--- src/rtl/mac_pkg.sv ---
// mac_pkg: MAC constants shared by transmit and receive paths, CRC-32 parameters and transmit FSM states
package mac_pkg;
    localparam logic [7:0]  PREAMBLE_BYTE = 8'h55;
    localparam logic [7:0]  SFD           = 8'hD5;
    localparam int          PREAMBLE_LEN  = 7;
    localparam logic [31:0] CRC32_POLY    = 32'h04C1_1DB7;
    localparam logic [31:0] CRC32_INIT    = 32'hFFFF_FFFF;

    typedef enum logic [2:0] {S_IDLE, S_PREAMBLE, S_DATA, S_PAD, S_FCS, S_IPG} tx_state_t;

    function automatic logic [31:0] reflect32(input logic [31:0] v);
        logic [31:0] r;
        for (int i = 0; i < 32; i++) r[i] = v[31-i];
        return r;
    endfunction
endpackage

--- src/rtl/rgmii_tx_framer_if.sv ---
// rgmii_tx_framer_if: Avalon-ST style byte stream with ready backpressure
// Signals: startofpacket, endofpacket, valid, data, error (source -> sink); ready (sink -> source)
// Modports: master = stream source, slave = stream sink (the framer)
interface rgmii_tx_framer_if #(
    parameter int DATA_WIDTH = 8
);
    logic                  startofpacket;
    logic                  endofpacket;
    logic                  valid;
    logic [DATA_WIDTH-1:0] data;
    logic                  error;
    logic                  ready;

    modport master (output startofpacket, endofpacket, valid, data, error, input ready);
    modport slave  (input startofpacket, endofpacket, valid, data, error, output ready);
endinterface

--- src/rtl/crc32_d8.sv ---
// crc32_d8: combinational byte-wide CRC-32 (IEEE 802.3, reflected) next-state function
// Ports: crc_in current CRC register, data next byte (LSB first on the wire), crc_out updated register
module crc32_d8
    import mac_pkg::*;
(
    input  logic [31:0] crc_in,
    input  logic [7:0]  data,
    output logic [31:0] crc_out
);
    localparam logic [31:0] POLY_R = reflect32(CRC32_POLY);

    logic [31:0] c;

    always_comb begin
        c = crc_in;
        for (int i = 0; i < 8; i++)
            c = {1'b0, c[31:1]} ^ ((c[0] ^ data[i]) ? POLY_R : 32'h0);
        crc_out = c;
    end
endmodule

--- src/rtl/rgmii_tx_framer.sv ---
// rgmii_tx_framer: GMII transmit framer adding preamble/SFD, minimum-length padding, optional FCS and IPG
// Ports: mac_clk / mac_rst_n clock and asynchronous active-low reset;
//        mac (slave) Avalon-ST byte stream with ready;
//        gmii_txd / gmii_tx_en / gmii_tx_er registered GMII byte stream.
// Build option: define RGMII_TX_FCS_EN to append the CRC-32 FCS; otherwise upstream supplies it.
module rgmii_tx_framer
    import mac_pkg::*;
#(
    parameter int DATA_WIDTH      = 8,
    parameter int IPG_BYTES       = 12,
    parameter int MIN_FRAME_BYTES = 60
) (
    input  logic             mac_clk,
    input  logic             mac_rst_n,
    rgmii_tx_framer_if.slave mac,
    output logic [7:0]       gmii_txd,
    output logic             gmii_tx_en,
    output logic             gmii_tx_er
);
    localparam logic [15:0] MIN_LEN  = 16'(MIN_FRAME_BYTES);
    localparam logic [15:0] IPG_LAST = 16'(IPG_BYTES - 1);
    localparam logic [15:0] PRE_LAST = 16'(PREAMBLE_LEN);
`ifdef RGMII_TX_FCS_EN
    localparam tx_state_t TAIL = S_FCS;
`else
    localparam tx_state_t TAIL = S_IPG;
`endif

    tx_state_t             state_q, state_d;
    logic [15:0]           cnt_q, cnt_d;
    logic [7:0]            txd_q, txd_d;
    logic                  tx_en_q, tx_en_d, tx_er_q, tx_er_d;
    logic [DATA_WIDTH-1:0] beat;
    logic                  sop_seen;

    assign beat      = mac.data;
    assign sop_seen  = mac.valid && mac.startofpacket;
    // Idle flushes stray non-SOP beats; a SOP is held until the preamble is out.
    assign mac.ready = mac_rst_n && (state_q == S_DATA || (state_q == S_IDLE && !mac.startofpacket));

    always_ff @(posedge mac_clk or negedge mac_rst_n)
        if (!mac_rst_n) begin
            state_q <= S_IDLE;
            cnt_q   <= '0;
            txd_q   <= 8'h00;
            tx_en_q <= 1'b0;
            tx_er_q <= 1'b0;
        end else begin
            state_q <= state_d;
            cnt_q   <= cnt_d;
            txd_q   <= txd_d;
            tx_en_q <= tx_en_d;
            tx_er_q <= tx_er_d;
        end

    // cnt_q: preamble byte index, then payload length (saturating), then FCS byte / IPG cycle index.
    always_comb begin
        state_d = state_q;
        cnt_d   = cnt_q;
        case (state_q)
            S_IDLE: if (sop_seen) begin
                state_d = S_PREAMBLE;
                cnt_d   = 16'd1;
            end
            S_PREAMBLE: begin
                cnt_d = cnt_q + 16'd1;
                if (cnt_q == PRE_LAST) begin
                    state_d = S_DATA;
                    cnt_d   = '0;
                end
            end
            S_DATA: begin
                cnt_d = cnt_q < MIN_LEN ? cnt_q + 16'd1 : cnt_q;
                if (!mac.valid) begin
                    state_d = S_IPG;
                    cnt_d   = '0;
                end else if (mac.endofpacket) begin
                    state_d = cnt_d < MIN_LEN ? S_PAD : TAIL;
                    cnt_d   = cnt_d < MIN_LEN ? cnt_d : '0;
                end
            end
            S_PAD: begin
                cnt_d = cnt_q + 16'd1;
                if (cnt_d == MIN_LEN) begin
                    state_d = TAIL;
                    cnt_d   = '0;
                end
            end
`ifdef RGMII_TX_FCS_EN
            S_FCS: begin
                cnt_d = cnt_q + 16'd1;
                if (cnt_q == 16'd3) begin
                    state_d = S_IPG;
                    cnt_d   = '0;
                end
            end
`endif
            S_IPG: begin
                cnt_d = cnt_q + 16'd1;
                if (cnt_q == IPG_LAST) begin
                    state_d = S_IDLE;
                    cnt_d   = '0;
                end
            end
            default: begin
                state_d = S_IDLE;
                cnt_d   = '0;
            end
        endcase
    end

`ifdef RGMII_TX_FCS_EN
    logic [31:0] crc_q, crc_d, crc_nx;
    logic [7:0]  fcs_byte;

    crc32_d8 u_crc (
        .crc_in  (crc_q),
        .data    (state_q == S_PAD ? 8'h00 : beat[7:0]),
        .crc_out (crc_nx)
    );

    // Errored beats still feed the CRC; FCS goes out complemented, LSB byte first.
    assign fcs_byte = ~crc_q[{cnt_q[1:0], 3'b000} +: 8];

    always_comb
        crc_d = state_q == S_IDLE ? CRC32_INIT :
                ((state_q == S_DATA && mac.valid) || state_q == S_PAD) ? crc_nx : crc_q;

    always_ff @(posedge mac_clk or negedge mac_rst_n)
        if (!mac_rst_n) crc_q <= CRC32_INIT;
        else            crc_q <= crc_d;
`endif

    // Outputs are computed one cycle ahead and registered; underrun emits a single errored 0x00.
    always_comb begin
        tx_en_d = state_q inside {S_PREAMBLE, S_DATA, S_PAD, S_FCS} || (state_q == S_IDLE && sop_seen);
        tx_er_d = state_q == S_DATA && (!mac.valid || mac.error);
        case (state_q)
            S_IDLE:     txd_d = sop_seen ? PREAMBLE_BYTE : 8'h00;
            S_PREAMBLE: txd_d = cnt_q == PRE_LAST ? SFD : PREAMBLE_BYTE;
            S_DATA:     txd_d = mac.valid ? beat[7:0] : 8'h00;
`ifdef RGMII_TX_FCS_EN
            S_FCS:      txd_d = fcs_byte;
`endif
            default:    txd_d = 8'h00;
        endcase
    end

    assign gmii_txd   = txd_q;
    assign gmii_tx_en = tx_en_q;
    assign gmii_tx_er = tx_er_q;
endmodule

--- src/flat_wrapper.sv ---
// flat-port wrapper written by rule: the top's interface ports become plain ports
module rgmii_tx_framer_flat import mac_pkg::*;
#(
    parameter int DATA_WIDTH      = 8,
    parameter int IPG_BYTES       = 12,
    parameter int MIN_FRAME_BYTES = 60
)
  (mac_clk, mac_rst_n, gmii_txd, gmii_tx_en, gmii_tx_er, mac_startofpacket, mac_endofpacket, mac_valid, mac_data, mac_error, mac_ready);
  rgmii_tx_framer_if #(.DATA_WIDTH(DATA_WIDTH)) mac_i ();
  input  logic mac_clk;
  input  logic mac_rst_n;
  output logic [7:0] gmii_txd;
  output logic gmii_tx_en;
  output logic gmii_tx_er;
  input wire logic [$bits(mac_i.startofpacket)-1:0] mac_startofpacket;
  input wire logic [$bits(mac_i.endofpacket)-1:0] mac_endofpacket;
  input wire logic [$bits(mac_i.valid)-1:0] mac_valid;
  input wire logic [$bits(mac_i.data)-1:0] mac_data;
  input wire logic [$bits(mac_i.error)-1:0] mac_error;
  output wire logic [$bits(mac_i.ready)-1:0] mac_ready;
  assign mac_i.startofpacket = mac_startofpacket;
  assign mac_i.endofpacket = mac_endofpacket;
  assign mac_i.valid = mac_valid;
  assign mac_i.data = mac_data;
  assign mac_i.error = mac_error;
  assign mac_ready = mac_i.ready;
  rgmii_tx_framer #(.DATA_WIDTH(DATA_WIDTH), .IPG_BYTES(IPG_BYTES), .MIN_FRAME_BYTES(MIN_FRAME_BYTES)) u_core (.mac_clk(mac_clk), .mac_rst_n(mac_rst_n), .mac(mac_i), .gmii_txd(gmii_txd), .gmii_tx_en(gmii_tx_en), .gmii_tx_er(gmii_tx_er));
endmodule
--- config.mk ---
export PLATFORM = sky130hd
export DESIGN_NAME = rgmii_tx_framer_flat
export DESIGN_NICKNAME = d
export VERILOG_FILES = /design/src/rtl/mac_pkg.sv /design/src/rtl/rgmii_tx_framer_if.sv /design/src/rtl/crc32_d8.sv /design/src/rtl/rgmii_tx_framer.sv /design/src/flat_wrapper.sv
export SDC_FILE = /design/constraint.sdc
export NUM_CORES = 1
export LEC_CHECK = 0
export ABC_AREA = 1
export BUFFER_PORTS_ARGS = -buffer_cell sky130_fd_sc_hd__buf_2
export CORE_ASPECT_RATIO = 1.1
export CORE_MARGIN = 3
export CORE_UTILIZATION = 55
export CTS_CLUSTER_SIZE = 30
export DETAILED_ROUTE_END_ITERATION = 8
export GPL_TIMING_DRIVEN = 1
export PLACE_DENSITY_LB_ADDON = 0.3
export SYNTH_ARGS = -nofsm -noshare
export SYNTH_HDL_FRONTEND = slang
export SYNTH_SLANG_ARGS = --single-unit
--- constraint.sdc ---
create_clock -name mac_clk -period 2.35 [get_ports mac_clk]
set_input_delay 0 -clock mac_clk [delete_from_list [all_inputs] [get_ports mac_clk]]
set_output_delay 0 -clock mac_clk [all_outputs]
set_load 0.005 [all_outputs]
---- After elaboration in Yosys (flattened, before gate mapping) ----
Cells that the tools add are included.
storage, ports and cells
  bits in registers ....................... 29
  input port bits ......................... 14
  word-level logic and storage cells ...... 55
cells by class
  add/sub/neg operators ................... 1
  $lt $le $gt $ge ......................... 2
  eq/ne operators ......................... 13
  muxes and demuxes ....................... 21
  reduce and logical (&&, ||, !) cells .... 13
operator list
  operator                                                                  number
  16-bit two-way mux                                                        8
  16-bit one-hot mux with 5 select lines                                    1
  16-bit by 6-bit < comparator with 1-bit output (second input constant)    2
  8-bit one-hot mux with 3 select lines                                     1
  3-bit two-way mux                                                         7
  16-bit by 1-bit adder with 16-bit output (second input constant)          1
  16-bit by 3-bit equality test with 1-bit output (second input constant)   1
  16-bit by 4-bit equality test with 1-bit output (second input constant)   1
  16-bit by 6-bit equality test with 1-bit output (second input constant)   1
  8-bit two-way mux                                                         2
  3-bit one-hot mux with 5 select lines                                     1
  2-bit by 1-bit inequality test with 1-bit output (second input constant)  4
  7-bit two-way mux                                                         1
  3-bit by 2-bit equality test with 1-bit output (second input constant)    2
  3-bit equality test (second input constant)                               2
  1-bit logical AND                                                         5
  5-bit AND reduction                                                       1
  4-bit nonzero test                                                        1
  3-bit by 1-bit equality test with 1-bit output (second input constant)    1
  3-bit logical NOT                                                         1
  1-bit logical OR                                                          3
  3-bit inequality test (second input constant)                             1
  1-bit logical NOT                                                         2

---- Longest topological paths before layout ----
Gate-level depths: netlist (run 1).
  depth after elaboration ................. 7
  gate-level depth with buffers ........... 16
  gate-level depth less buffers ........... 16

---- Worst setup path after synthesis (run 1) ----
No wires, ideal clock.
  path kind ............................... register -> register
  start point ............................. register u_core.cnt_q[0]
  end point ............................... register u_core.cnt_q[1]
  library setup time ...................... 0.131 ns
  arrival time ............................ 1.749 ns
  data required time ...................... 2.219 ns
  setup slack ............................. 0.470 ns
  stages on the path, launching flop included .. 15
  period minus slack after synthesis ...... 1.880 ns
  cell sequence ........................... dfrtp_1 ha_1 nand2_1 nor2_1 nand2_1 xor2_1 nor2_1 nand2_1 nor2_1 nand2_1 nand2_2 nand2_4 buf_6 nand2_1 o211ai_1
between the ends
  cells in the longest elaborated chain, start to end .. 7
  elaborated cells between the ends (all ways) .. 14
  those cells by class .................... add/sub (1); order compare (2); eq/ne (3); mux (8)
ends and longest elaborated chain
  element                                                                                                            line                   RTL
  start: declaration                                                                                                 rgmii_tx_framer.sv:30  logic [15:0] cnt_q, cnt_d;
  start signal: assignment                                                                                           rgmii_tx_framer.sv:50  cnt_q <= cnt_d;
  16-bit by 1-bit adder with 16-bit output / 16-bit by 6-bit < comparator with 1-bit output (equally long branches)  -
  16-bit two-way mux                                                                                                 rgmii_tx_framer.sv:73  cnt_d = cnt_q < MIN_LEN ? cnt_q + 16'd1 : cnt_q;
  16-bit by 6-bit < comparator with 1-bit output                                                                     rgmii_tx_framer.sv:79  cnt_d = cnt_d < MIN_LEN ? cnt_d : '0;
  16-bit two-way mux                                                                                                 rgmii_tx_framer.sv:79
  16-bit two-way mux                                                                                                 rgmii_tx_framer.sv:77  end else if (mac.endofpacket) begin
  16-bit two-way mux                                                                                                 rgmii_tx_framer.sv:74  if (!mac.valid) begin
  16-bit one-hot mux with 5 select lines (*)                                                                         rgmii_tx_framer.sv:60  case (state_q)
Every way passes the cells marked *; elsewhere a longest branch is shown, timed or not.
A chain may end at the register's enable or synchronous reset.

---- Worst setup path after layout (run 1) ----
  start point ............................. register u_core.cnt_q[1]
  end point ............................... register u_core.cnt_q[0]
between the ends
  cells in the longest elaborated chain, start to end .. 7
  elaborated cells between the ends (all ways) .. 14
  those cells by class .................... add/sub (1); order compare (2); eq/ne (3); mux (8)
ends and longest elaborated chain
  element                                                                                                            line
  16-bit by 1-bit adder with 16-bit output / 16-bit by 6-bit < comparator with 1-bit output (equally long branches)  rgmii_tx_framer.sv:73, rgmii_tx_framer.sv:83
  16-bit two-way mux                                                                                                 rgmii_tx_framer.sv:73
  16-bit by 6-bit < comparator with 1-bit output                                                                     rgmii_tx_framer.sv:79
  16-bit two-way mux                                                                                                 rgmii_tx_framer.sv:79
  16-bit two-way mux                                                                                                 rgmii_tx_framer.sv:77
  16-bit two-way mux                                                                                                 rgmii_tx_framer.sv:74
  16-bit one-hot mux with 5 select lines (*)                                                                         rgmii_tx_framer.sv:60
Marks and branches as above.

==> results of run 1 <==
==> cells by family (layout without fill, tap and decap cells) <==
group / after synthesis / count (layout)
simple gates: 198 / 198
buf+inv: 48 / 92
flops: 29 / 29
compound gates: 27 / 27
xor+xnor: 3 / 3
fa+ha+maj: 1 / 1
==> layer usage <==
| layer | vias up | wire [um] | GRT usage (%) | share of wire, % |
|---|---|---|---|---|
| met3 | 10 | 384 | 5.67 | 7.1 |
| met4 | 0 | 99 | 11.5 | 1.8 |
| met5 | - | 0 | 0 | 0 |
| li1 | 1069 | - | - | - |
| met2 | 83 | 2570 | 42.0 | 47 |
| met1 | 960 | 2370 | 35.1 | 44 |
==> report_power, final <==
group | internal [mW] | switching [mW]
sequential | 0.604 | 0.0789
combinational | 0.261 | 0.509
clock | 0.114 | 0.189
==> final cells by class <==
| class | count | share of cell area (%) |
|---|---|---|
| Tap cell | 48 | 2.54 |
| Clock buffer | 6 | 1.74 |
| Multi-Input combinational cell | 229 | 46.5 |
| Inverter | 45 | 7.13 |
| Clock inverter | 2 | 0.423 |
| Timing Repair Buffer | 39 | 11.0 |
| Sequential cell | 29 | 30.6 |
==> sequential cells by signal (all words and copies together), names as in the netlist <==
register	cells
u_core.cnt_q	16
u_core.state_q	3
u_core.gmii_tx_er	1
u_core.gmii_txd	8
u_core.gmii_tx_en	1
==> critical path, delay by kind of cell, from the launching register on <==
kind                       cells  cell delay, ps
and+or+nand+nor               13            1210
xor gates and xnor gates       1             160
adders and majority gates      1             230
DFF                            1             410
==> through the flow <==
stage | power [mW] | utilization [%] | area [um^2] | setup WS (ps) | cells
3_5_place_dp | 1.41 | 64.3 | 2190 | 169 | 379
5_1_grt | 1.88 | 69.4 | 2370 | 9.08 | 398
3_3_place_gp | 1.39 | 64.3 | 2190 | 265 | 379
4_1_cts | 1.73 | 69.0 | 2360 | 157 | 398
2_1_floorplan | 1.22 | - | 2010 | 470 | 306
6_report | 1.76 | 69.4 | 2370 | 215 | 398
==> repair_timing <==
| action | in CTS | in global routing |
|---|---|---|
| resized for setup | 0 | 3 |
| endpoints found under the setup margin | 0 | 17 |
| buffers inserted | 0 | 0 |
| endpoints found under the hold margin | 38 | 0 |
| hold buffers | 11 | 0 |
==> Yosys cell counts <==
library cell,count
nand2_1,102
inv_1,41
nor2_1,38
nand3_1,35
dfrtp_1,29
o211ai_1,14
nand4_1,9
o21ai_0,9
nor2_2,4
nand2_2,3
xor2_1,3
clkinv_1,2
inv_2,2
nand2_4,2
nand3_2,2
nor2_4,2
o21a_1,2
a21oi_1,1
a41o_1,1
buf_4,1
buf_6,1
clkbuf_1,1
ha_1,1
nor3_1,1
==> worst max path at each step <==
stage / startpoint / end / slack (ps) / cells past startpoint
2_1_floorplan: u_core.cnt_q[0]$_DFFE_PN0P_ / u_core.cnt_q[1]$_DFFE_PN0P_ / 470 / 14
3_3_place_gp: u_core.cnt_q[7]$_DFFE_PN0P_ / u_core.cnt_q[0]$_DFFE_PN0P_ / 260 / 14
3_5_place_dp: u_core.cnt_q[1]$_DFFE_PN0P_ / u_core.cnt_q[0]$_DFFE_PN0P_ / 170 / 15
4_1_cts: u_core.cnt_q[1]$_DFFE_PN0P_ / u_core.cnt_q[0]$_DFFE_PN0P_ / 160 / 15
5_1_grt: u_core.cnt_q[1]$_DFFE_PN0P_ / u_core.cnt_q[0]$_DFFE_PN0P_ / 9 / 14
6_report: u_core.cnt_q[1]$_DFFE_PN0P_ / u_core.cnt_q[0]$_DFFE_PN0P_ / 210 / 15
==> flow_summary.yaml, run 1 <==
outcome:
  status: "finished, final reports clean"
synth:
  synth_top_family_by_area: "simple AND/OR/NAND/NOR gates"
  syn_inst: 306
  synthMuxAreaShare_pct: 0
  synth_top_area_share_pct: 36.2
  synth_top_area_cell: "dfrtp_1"
  yosys_warnings: 0
  synth_nets: 321
  synth.distinct_cells: 24
  synth-adder-area-share_pct: 0.623
  ys_top_cells_by_area: "dfrtp_1 (36%), nand2_1 (19%), nand3_1 (8.7%)"
  synth_compound_area_share_pct: 8.98
  avgSynthCellArea_um2: 6.56
  synth_area_um2: 2010
  yosys.area_share.simple_pct: 43.4
  yosysSeqAreaShare_pct: 36.2
  synth_seq_cells: 29
  synthXorXnorAreaFrac_pct: 1.31
finish:
  nets: 364
  drive_gt1_share_pct: 14.6
  diodes: 0
  multi_input_area_um2: 1100
  num-fill-cells: 306
  mostFrequentLayoutCell: "nand2_1"
  area_growth_pct: 18.0
  register_area_um2: 726
  most-common-layout-cells: "nand2_1 (102), inv_1 (41), nor2_1 (37)"
clocking:
  cts_buffers: 5
  clock-sinks: 29
  tritoncts: "done"
  clk_latency_ps: 340
  root_buffer: "clkbuf_4"
  htree_levels: 2
  cts_buffer_depth: 2
  cts.clk_slew.worst_paths_ps: 100
sta:
  period_share_pct: 90.9
  hold_violations: 0
  timing.hold.ws_ps: 53.2
  layout_min_cycle_time_ps: 2140
  finalSetupTns_ps: 0
  tightest_slew_ps: 686
  timing.slew.headroom_pct: 54.2
  setup_viol: 0
  skew_ps: 9.14
  final_max_slew_viol_count: 0
  timing.fmax_mhz: 468
  rsz0062_at_grt: "false"
detailed_routing:
  post-route-drc-count: 0
  drtIter0Drc: 160
  drt-pass1-iter-count: 5
  wl_per_cell_um: 13.6
  vias_per_cell: 5.33
  vias: 2122
  wl_um: 5430
  ant_nets: 0
pwr:
  power_leakage_nw: 1.17
  power_density_nw_per_um2: 741
  vdd_drop_max_mv: 0.409
floorplanning:
  dieArea_um2: 4410
  core-area_um2: 3410
  io-pin-count: 25
  die_h_um: 69.4
  start_util_pct: 58.8
  placement_rows: 22
  die_x_um: 63.6
placement:
  place.gp.congestion: 0.928
  hpwl_um: 3730
  io_buffers: 24
critical_path:
  reg2reg_from: "u_core.cnt_q[1]$_DFFE_PN0P_"
  crit_slowest_cell: "dfrtp_1"
  reg2reg_slack_ps: 210
  crit_arrival_ps: 2370
  criticalPathCategory: "reg -> reg"
  worstPathMaxFanout: 17
  cp_data_required_time_ps: 2590
  crit_top_cell: "nand2_1"
  critPathCaptureType: "flip-flop"
  reg2reg_to: "u_core.cnt_q[0]$_DFFE_PN0P_"
  reg2reg_depth: 15
  cp_cell_sequence: "ha_1 > nand2_1 > nor2_4 > nand2_1 > xor2_1 > nor2_1 > nand2_1 > nor2_1 > nand2_1 > nand2_2 > nand2_4 > nand2_1 > nand3_1 > nand2_1 > nand2_1"
  max_stage_delay_ps: 410
  start_kind: "flip-flop"
hold_path:
  holdPathStages: 4
  hp-class: "in -> reg"
  min_from: "mac_startofpacket"
  worstHoldEndpoint: "u_core.cnt_q[0]$_DFFE_PN0P_"
global_route:
  grt_pass1_vias: 2022
  grt_max_degree: 31
  track_usage_pct: 26.6
  grt-ovfl-total: 0
  grt_antenna_before_repair: 0
  grt_pass1_wl_um: 9340
flow_run:
  cap_violations: 0
Note: power is estimated with default switching activity, not from simulation.
==> run 2: changes to the inputs <==
--- a/config.mk
+++ b/config.mk
@@ -5,7 +5,6 @@
 export SDC_FILE = /design/constraint.sdc
 export NUM_CORES = 1
 export LEC_CHECK = 0
-export ABC_AREA = 1
 export BUFFER_PORTS_ARGS = -buffer_cell sky130_fd_sc_hd__buf_2
 export CORE_ASPECT_RATIO = 1.1
 export CORE_MARGIN = 3
==> run 2 against run 1 <==
  * The run now ends with setup timing left
  * Via count shrank 3.4%
  * Critical path depth shrank 5
  * Routed wire length grew 6.0%
  * Design area grew 6.4%
  * Clock power shrank 4%
  * Clock skew shrank 2.0 ps
  * Sequential cell count is the same
  * Sequential power grew 9.2%
  * Die area shrank 7.7%
  * Area after synthesis shrank 8.5%
  * Cell count shrank 20%
  * Core utilization grew 11 points
==> flow_summary.yaml, run 2 <==
outcome:
  violations: "setup timing"
  status: "finished with violations"
global_route:
  track_usage_pct: 27.2
  grt_pass1_vias: 1837
  grt_antenna_before_repair: 0
  grt_max_degree: 31
  grt-ovfl-total: 0
  grt_pass1_wl_um: 8170
sta:
  setup_viol: 8
  setup_slack_ps: -53.8
  final_max_slew_viol_count: 0
  timing.fmax_mhz: 416
  period_share_pct: 102
  hold_violations: 0
  rsz0062_at_grt: "true"
  finalSetupTns_ps: -268
  timing.slew.headroom_pct: 66.1
  skew_ps: 7.18
  layout_min_cycle_time_ps: 2400
  timing.hold.ws_ps: 2.14
  tightest_slew_ps: 502
placement:
  place.gp.congestion: 0.901
  hpwl_um: 3670
  io_buffers: 24
critical_path:
  worstPathMaxFanout: 11
  max_stage_delay_ps: 450
  criticalPathCategory: "reg -> reg"
  crit_slowest_cell: "dfrtp_1"
  crit_arrival_ps: 2630
  critPathCaptureType: "flip-flop"
  endpoint: "u_core.state_q[1]$_DFFE_PN0P_"
  crit_path_start: "u_core.cnt_q[1]$_DFFE_PN0P_"
  start_kind: "flip-flop"
  reg2reg_depth: 10
  cp_cell_sequence: "ha_4 > nand4_1 > nor4_4 > nand3_2 > a2111oi_4 > buf_6 > nor2_4 > buf_6 > o21ai_2 > o31ai_2"
  reg2reg_to: "u_core.state_q[1]$_DFFE_PN0P_"
  reg2reg_slack_ps: -50
  crit_top_cell: "buf_6"
  cp_data_required_time_ps: 2580
  reg2reg_from: "u_core.cnt_q[1]$_DFFE_PN0P_"
finish:
  nets: 297
  largest_register_ffs: 16
  mostFrequentLayoutCell: "buf_4"
  drive_gt1_share_pct: 36.0
  most-common-layout-cells: "buf_4 (39), buf_2 (24), dfrtp_1 (24)"
  num-fill-cells: 194
  area_growth_pct: 37.3
  diodes: 0
  top_register: "u_core.cnt_q"
detailed_routing:
  vias_per_cell: 6.46
  drt-pass1-iter-count: 5
  ant_nets: 0
  wl_per_cell_um: 18.2
  wl_um: 5760
  drtIter0Drc: 206
  post-route-drc-count: 0
  vias: 2049
clocking:
  clk_latency_ps: 340
  cts_buffer_depth: 2
  tritoncts: "done"
  root_buffer: "clkbuf_4"
  cts.clk_slew.worst_paths_ps: 100
  htree_levels: 2
  clock-sinks: 29
  cts_buffers: 5
floorplanning:
  start_util_pct: 58.7
  io-pin-count: 25
  die_h_um: 66.6
  placement_rows: 21
  core-area_um2: 3130
  dieArea_um2: 4070
  die_x_um: 61.1
synth:
  synth.most_common_cell: "dfrtp_1"
  synth_seq_cells: 29
  synth_top_area_cell: "dfrtp_1"
  synthTopCellsByCount: "dfrtp_1 (29), nand2_1 (19), nor2_1 (16)"
  async_reset_ff_share_pct: 100
  synth.distinct_cells: 52
  synth_nets: 228
  ys_top_cells_by_area: "dfrtp_1 (40%), a21oi_1 (4.1%), nand2_1 (3.9%)"
  yosys_warnings: 0
  synth_edf_count: 0
  syn_inst: 213
  yosysSeqAreaShare_pct: 39.5
  ys.flop_type: "dfrtp_1"
  synth_area_um2: 1840
  avgSynthCellArea_um2: 8.62
  synth_top_area_share_pct: 39.5
hold_path:
  hp-class: "in -> reg"
pwr:
  power_density_nw_per_um2: 770
  vdd_drop_max_mv: 0.591
  power_leakage_nw: 1.12
flow_run:
  cap_violations: 0
run 2: changes by cell type after synthesis, moves of 7 or more:
cell	before	now
inv_1	41	6
o211ai_1	14	1
nand3_1	35	14
a21oi_1	1	15
nor2_1	38	16
clkbuf_1	1	8
and3_1	0	7
nand2_1	102	19
a31oi_1	0	8
run 2: per-stage QoR:
step                area [um^2]  instances  utilization [%]  setup slack [ps]  power, mW
global placement           2190        289             70.1               103       1.43
CTS                        2340        307             75.0              14.0       1.76
finish                     2520        317             80.6             -53.8       1.94
floorplan                  1870        213                -             -47.1       1.18
detailed placement         2190        289             70.1              35.8       1.45
global route               2520        317             80.6              -117       2.04
run 2: cell type report:
class	instances	area, um^2	area share [%]
clock inverters	2	10.0	0.397
multi-input cells	164	1130	44.7
well taps	34	42.5	1.69
inverters	6	22.5	0.893
repair buffers	76	547	21.7
clock buffers	6	41.3	1.64
flip-flops and latches	29	732	29.0
run 2: what timing repair did:
item                                    in CTS  in global routing
hold buffers                                10                  0
buffers inserted                             0                 10
endpoints found under the setup margin       0                 18
gates resized for setup                      0                 26
hold endpoints to repair                    38                  0
run 2: power breakdown:
group / total (mW) / switching [mW] / internal, mW / leakage, nW
Clock: 0.292 / 0.179 / 0.114 / 0.0320
Combinational: 0.902 / 0.500 / 0.403 / 0.751
Sequential: 0.746 / 0.140 / 0.606 / 0.339
Total: 1.94 / 0.818 / 1.12 / 1.12
run 2: how the worst min path moves through the flow:
stage          cells after the start                            to  slack [ps]         startpoint
2_1_floorplan                      0   u_core.cnt_q[0]$_DFFE_PN0P_        -300          mac_rst_n
3_3_place_gp                       2  u_core.gmii_txd[4]$_DFF_PN0_          30          mac_rst_n
3_5_place_dp                       2   u_core.gmii_tx_er$_DFF_PN0_          30          mac_rst_n
4_1_cts                            3   u_core.gmii_tx_en$_DFF_PN0_           8  mac_startofpacket
5_1_grt                            3   u_core.gmii_tx_er$_DFF_PN0_          50          mac_valid
6_report                           3   u_core.gmii_tx_en$_DFF_PN0_           2  mac_startofpacket
run 2: logic make-up after synthesis:
group	synth area share, %
compound gates	22.8
xor+xnor	1.91
fa+ha+maj	0.681
buf+inv	5.11
flops	39.5
mux	0.545
simple gates	29.5
run 2: metal layers:
| metal | routed length [um] | track usage, % |
|---|---|---|
| met5 | 0 | 0 |
| met4 | 151 | 11.4 |
| met3 | 482 | 5.43 |
| met2 | 2880 | 45.2 |
| met1 | 2250 | 33.3 |
run 2: critical path, delay by kind of cell, from the launching register on:
family | cells | cell delay (ps)
simple gates | 4 | 750
compound gates | 3 | 590
fa+ha+maj | 1 | 180
buf+inv | 2 | 330
flops | 1 | 450
==> run 3: changes to the inputs <==
--- a/config.mk
+++ b/config.mk
@@ -13,6 +13,7 @@
 export DETAILED_ROUTE_END_ITERATION = 8
 export GPL_TIMING_DRIVEN = 1
 export PLACE_DENSITY_LB_ADDON = 0.3
+export SETUP_SLACK_MARGIN = 0.2
 export SYNTH_ARGS = -nofsm -noshare
 export SYNTH_HDL_FRONTEND = slang
 export SYNTH_SLANG_ARGS = --single-unit
==> constraint.sdc (replaced) <==
create_clock -name mac_clk -period 2.4 [get_ports mac_clk]
set_input_delay 0 -clock mac_clk [delete_from_list [all_inputs] [get_ports mac_clk]]
set_output_delay 0 -clock mac_clk [all_outputs]
set_load 0.005 [all_outputs]
==> run 3 against run 2 <==
  * The run ends with hold timing left
  * Sequential share of layout area fell by 0.54 points
  * Core utilization rose by 1.4 points
  * Routed wire length rose by 1.8%
  * Critical endpoint is now u_core.cnt_q[14]$_DFFE_PN0P_
==> flow_summary.yaml, run 3 (synthesized netlist as in run 2, its figures left out) <==
pwr:
  p_sw_share_pct: 40.6
  p_comb_share_pct: 40.0
  cell_internal_pwr_mw: 1.18
  p_seq_share_pct: 37.9
  vdd_drop_max_mv: 0.617
  clkPwrFrac_pct: 22.2
  power.total_mw: 1.99
  p_sw_mw: 0.807
  power_leakage_nw: 1.13
  power_density_nw_per_um2: 774
detailed_routing:
  vias_per_cell: 6.60
  drt-pass1-iter-count: 4
  wl_per_cell_um: 18.8
  drtIter0Drc: 156
  post-route-drc-count: 0
  wl_um: 5860
  vias: 2059
  ant_nets: 0
sta:
  timing.fmax_mhz: 425
  tightest_slew_ps: 555
  skew_ps: 7.34
  rsz0062_at_grt: "true"
  layout_min_cycle_time_ps: 2360
  timing.hold.ws_ps: -6.12
  hold_violations: 1
  period_share_pct: 98.2
  setup_viol: 0
  final_max_slew_viol_count: 0
  timing.slew.headroom_pct: 62.4
clocking:
  htree_levels: 2
  cts_buffer_depth: 2
  root_buffer: "clkbuf_4"
  clk_latency_ps: 350
  cts_buffers: 5
  cts.clk_slew.worst_paths_ps: 100
  clock-sinks: 29
  tritoncts: "done"
global_route:
  grt_pass1_wl_um: 9240
  grt_max_degree: 31
  grt_antenna_before_repair: 0
  grt-ovfl-total: 0
  track_usage_pct: 31.0
  grt_pass1_vias: 1965
finish:
  area_growth_pct: 39.6
  diodes: 0
  top_register: "u_core.cnt_q"
  nets: 292
  largest_register_ffs: 16
  mostFrequentLayoutCell: "buf_4"
  final_cell_count_no_fill: 312
  finish.utilization_pct: 82.0
  num-fill-cells: 197
  most-common-layout-cells: "buf_4 (31), dfrtp_1 (25), buf_2 (24)"
  drive_gt1_share_pct: 37.8
floorplanning:
  start_util_pct: 58.7
  placement_rows: 21
  io-pin-count: 25
  die_x_um: 61.1
  core-area_um2: 3130
  die_h_um: 66.6
  dieArea_um2: 4070
placement:
  place.gp.congestion: 0.968
  io_buffers: 24
  hpwl_um: 3460
  dpl.cell_count: 280
critical_path:
  reg2reg_from: "u_core.cnt_q[0]$_DFFE_PN0P_"
  reg2reg_slack_ps: 40
  endpoint: "u_core.cnt_q[14]$_DFFE_PN0P_"
  worstPathMaxFanout: 7
  criticalPathCategory: "reg -> reg"
  critPathCaptureType: "flip-flop"
  crit_path_start: "u_core.cnt_q[0]$_DFFE_PN0P_"
  start_kind: "flip-flop"
  cp_data_required_time_ps: 2650
  reg2reg_to: "u_core.cnt_q[14]$_DFFE_PN0P_"
  crit_arrival_ps: 2600
  reg2reg_depth: 9
outcome:
  status: "finished with violations"
  violations: "hold timing"
hold_path:
  hp-class: "in -> reg"
flow_run:
  cap_violations: 0
-- run 3: worst min-delay path by stage --
stage,start,end,cells past startpoint
6_report,mac_valid,u_core.gmii_tx_en$_DFF_PN0_,3
5_1_grt,mac_valid,u_core.gmii_tx_en$_DFF_PN0_,3
4_1_cts,mac_valid,u_core.gmii_tx_en$_DFF_PN0_,3
3_5_place_dp,mac_rst_n,u_core.gmii_txd[2]$_DFF_PN0_,2
3_3_place_gp,mac_rst_n,u_core.gmii_txd[6]$_DFF_PN0_,2
2_1_floorplan,mac_rst_n,u_core.cnt_q[0]$_DFFE_PN0P_,0
-- run 3: repair_timing --
action,in CTS,in global routing
pin swaps,12,9
setup buffers,9,2
gates resized for setup,21,15
endpoints found under the setup margin,19,19
endpoints found under the hold margin,39,0
gates cloned,1,0
hold buffers,12,0
-- run 3: power groups by stage --
stage               Sequential [mW]  Clock (mW)  Combinational (mW)
floorplan                     0.665           0               0.494
global placement              0.716           0               0.620
detailed placement            0.720           0               0.626
CTS                           0.713       0.436               0.695
global route                  0.764       0.459               0.854
finish                        0.752       0.440               0.793
-- run 3: through the flow --
stage          setup TNS, ps  setup slack (ps)  area [um^2]
2_1_floorplan              0              3.11         1870
3_3_place_gp               0              60.6         2120
3_5_place_dp               0              18.4         2120
4_1_cts                    0               127         2480
5_1_grt                 -247             -95.7         2560
6_report                   0              44.4         2560
-- run 3: critical path, stage by stage, from the launching register on --
cell,delay (ps)
dfrtp_1,440
ha_2,200
nand4_1,190
nor4_4,70
or3_4,350
a2111oi_4,420
buf_4,210
nor2_4,70
a21o_1,170
a21o_1,140
-- run 3: metal layers --
metal  global-route usage (%)  up-vias  share of wire (%)
met5                        0        -                  0
met4                     18.2        0                4.6
met3                     7.36       38                6.8
met2                     49.7      108                 50
met1                     36.7      994                 38
li1                         -      919                  -
-- run 3: cell type report --
type / count / area, um^2 / share of cell area [%]
Clock buffer: 6 / 51.3 / 2.00
Clock inverter: 2 / 37.5 / 1.46
Inverter: 6 / 22.5 / 0.878
Multi-Input combinational cell: 165 / 1170 / 45.8
Sequential cell: 29 / 731 / 28.5
Tap cell: 34 / 42.5 / 1.66
Timing Repair Buffer: 70 / 507 / 19.8
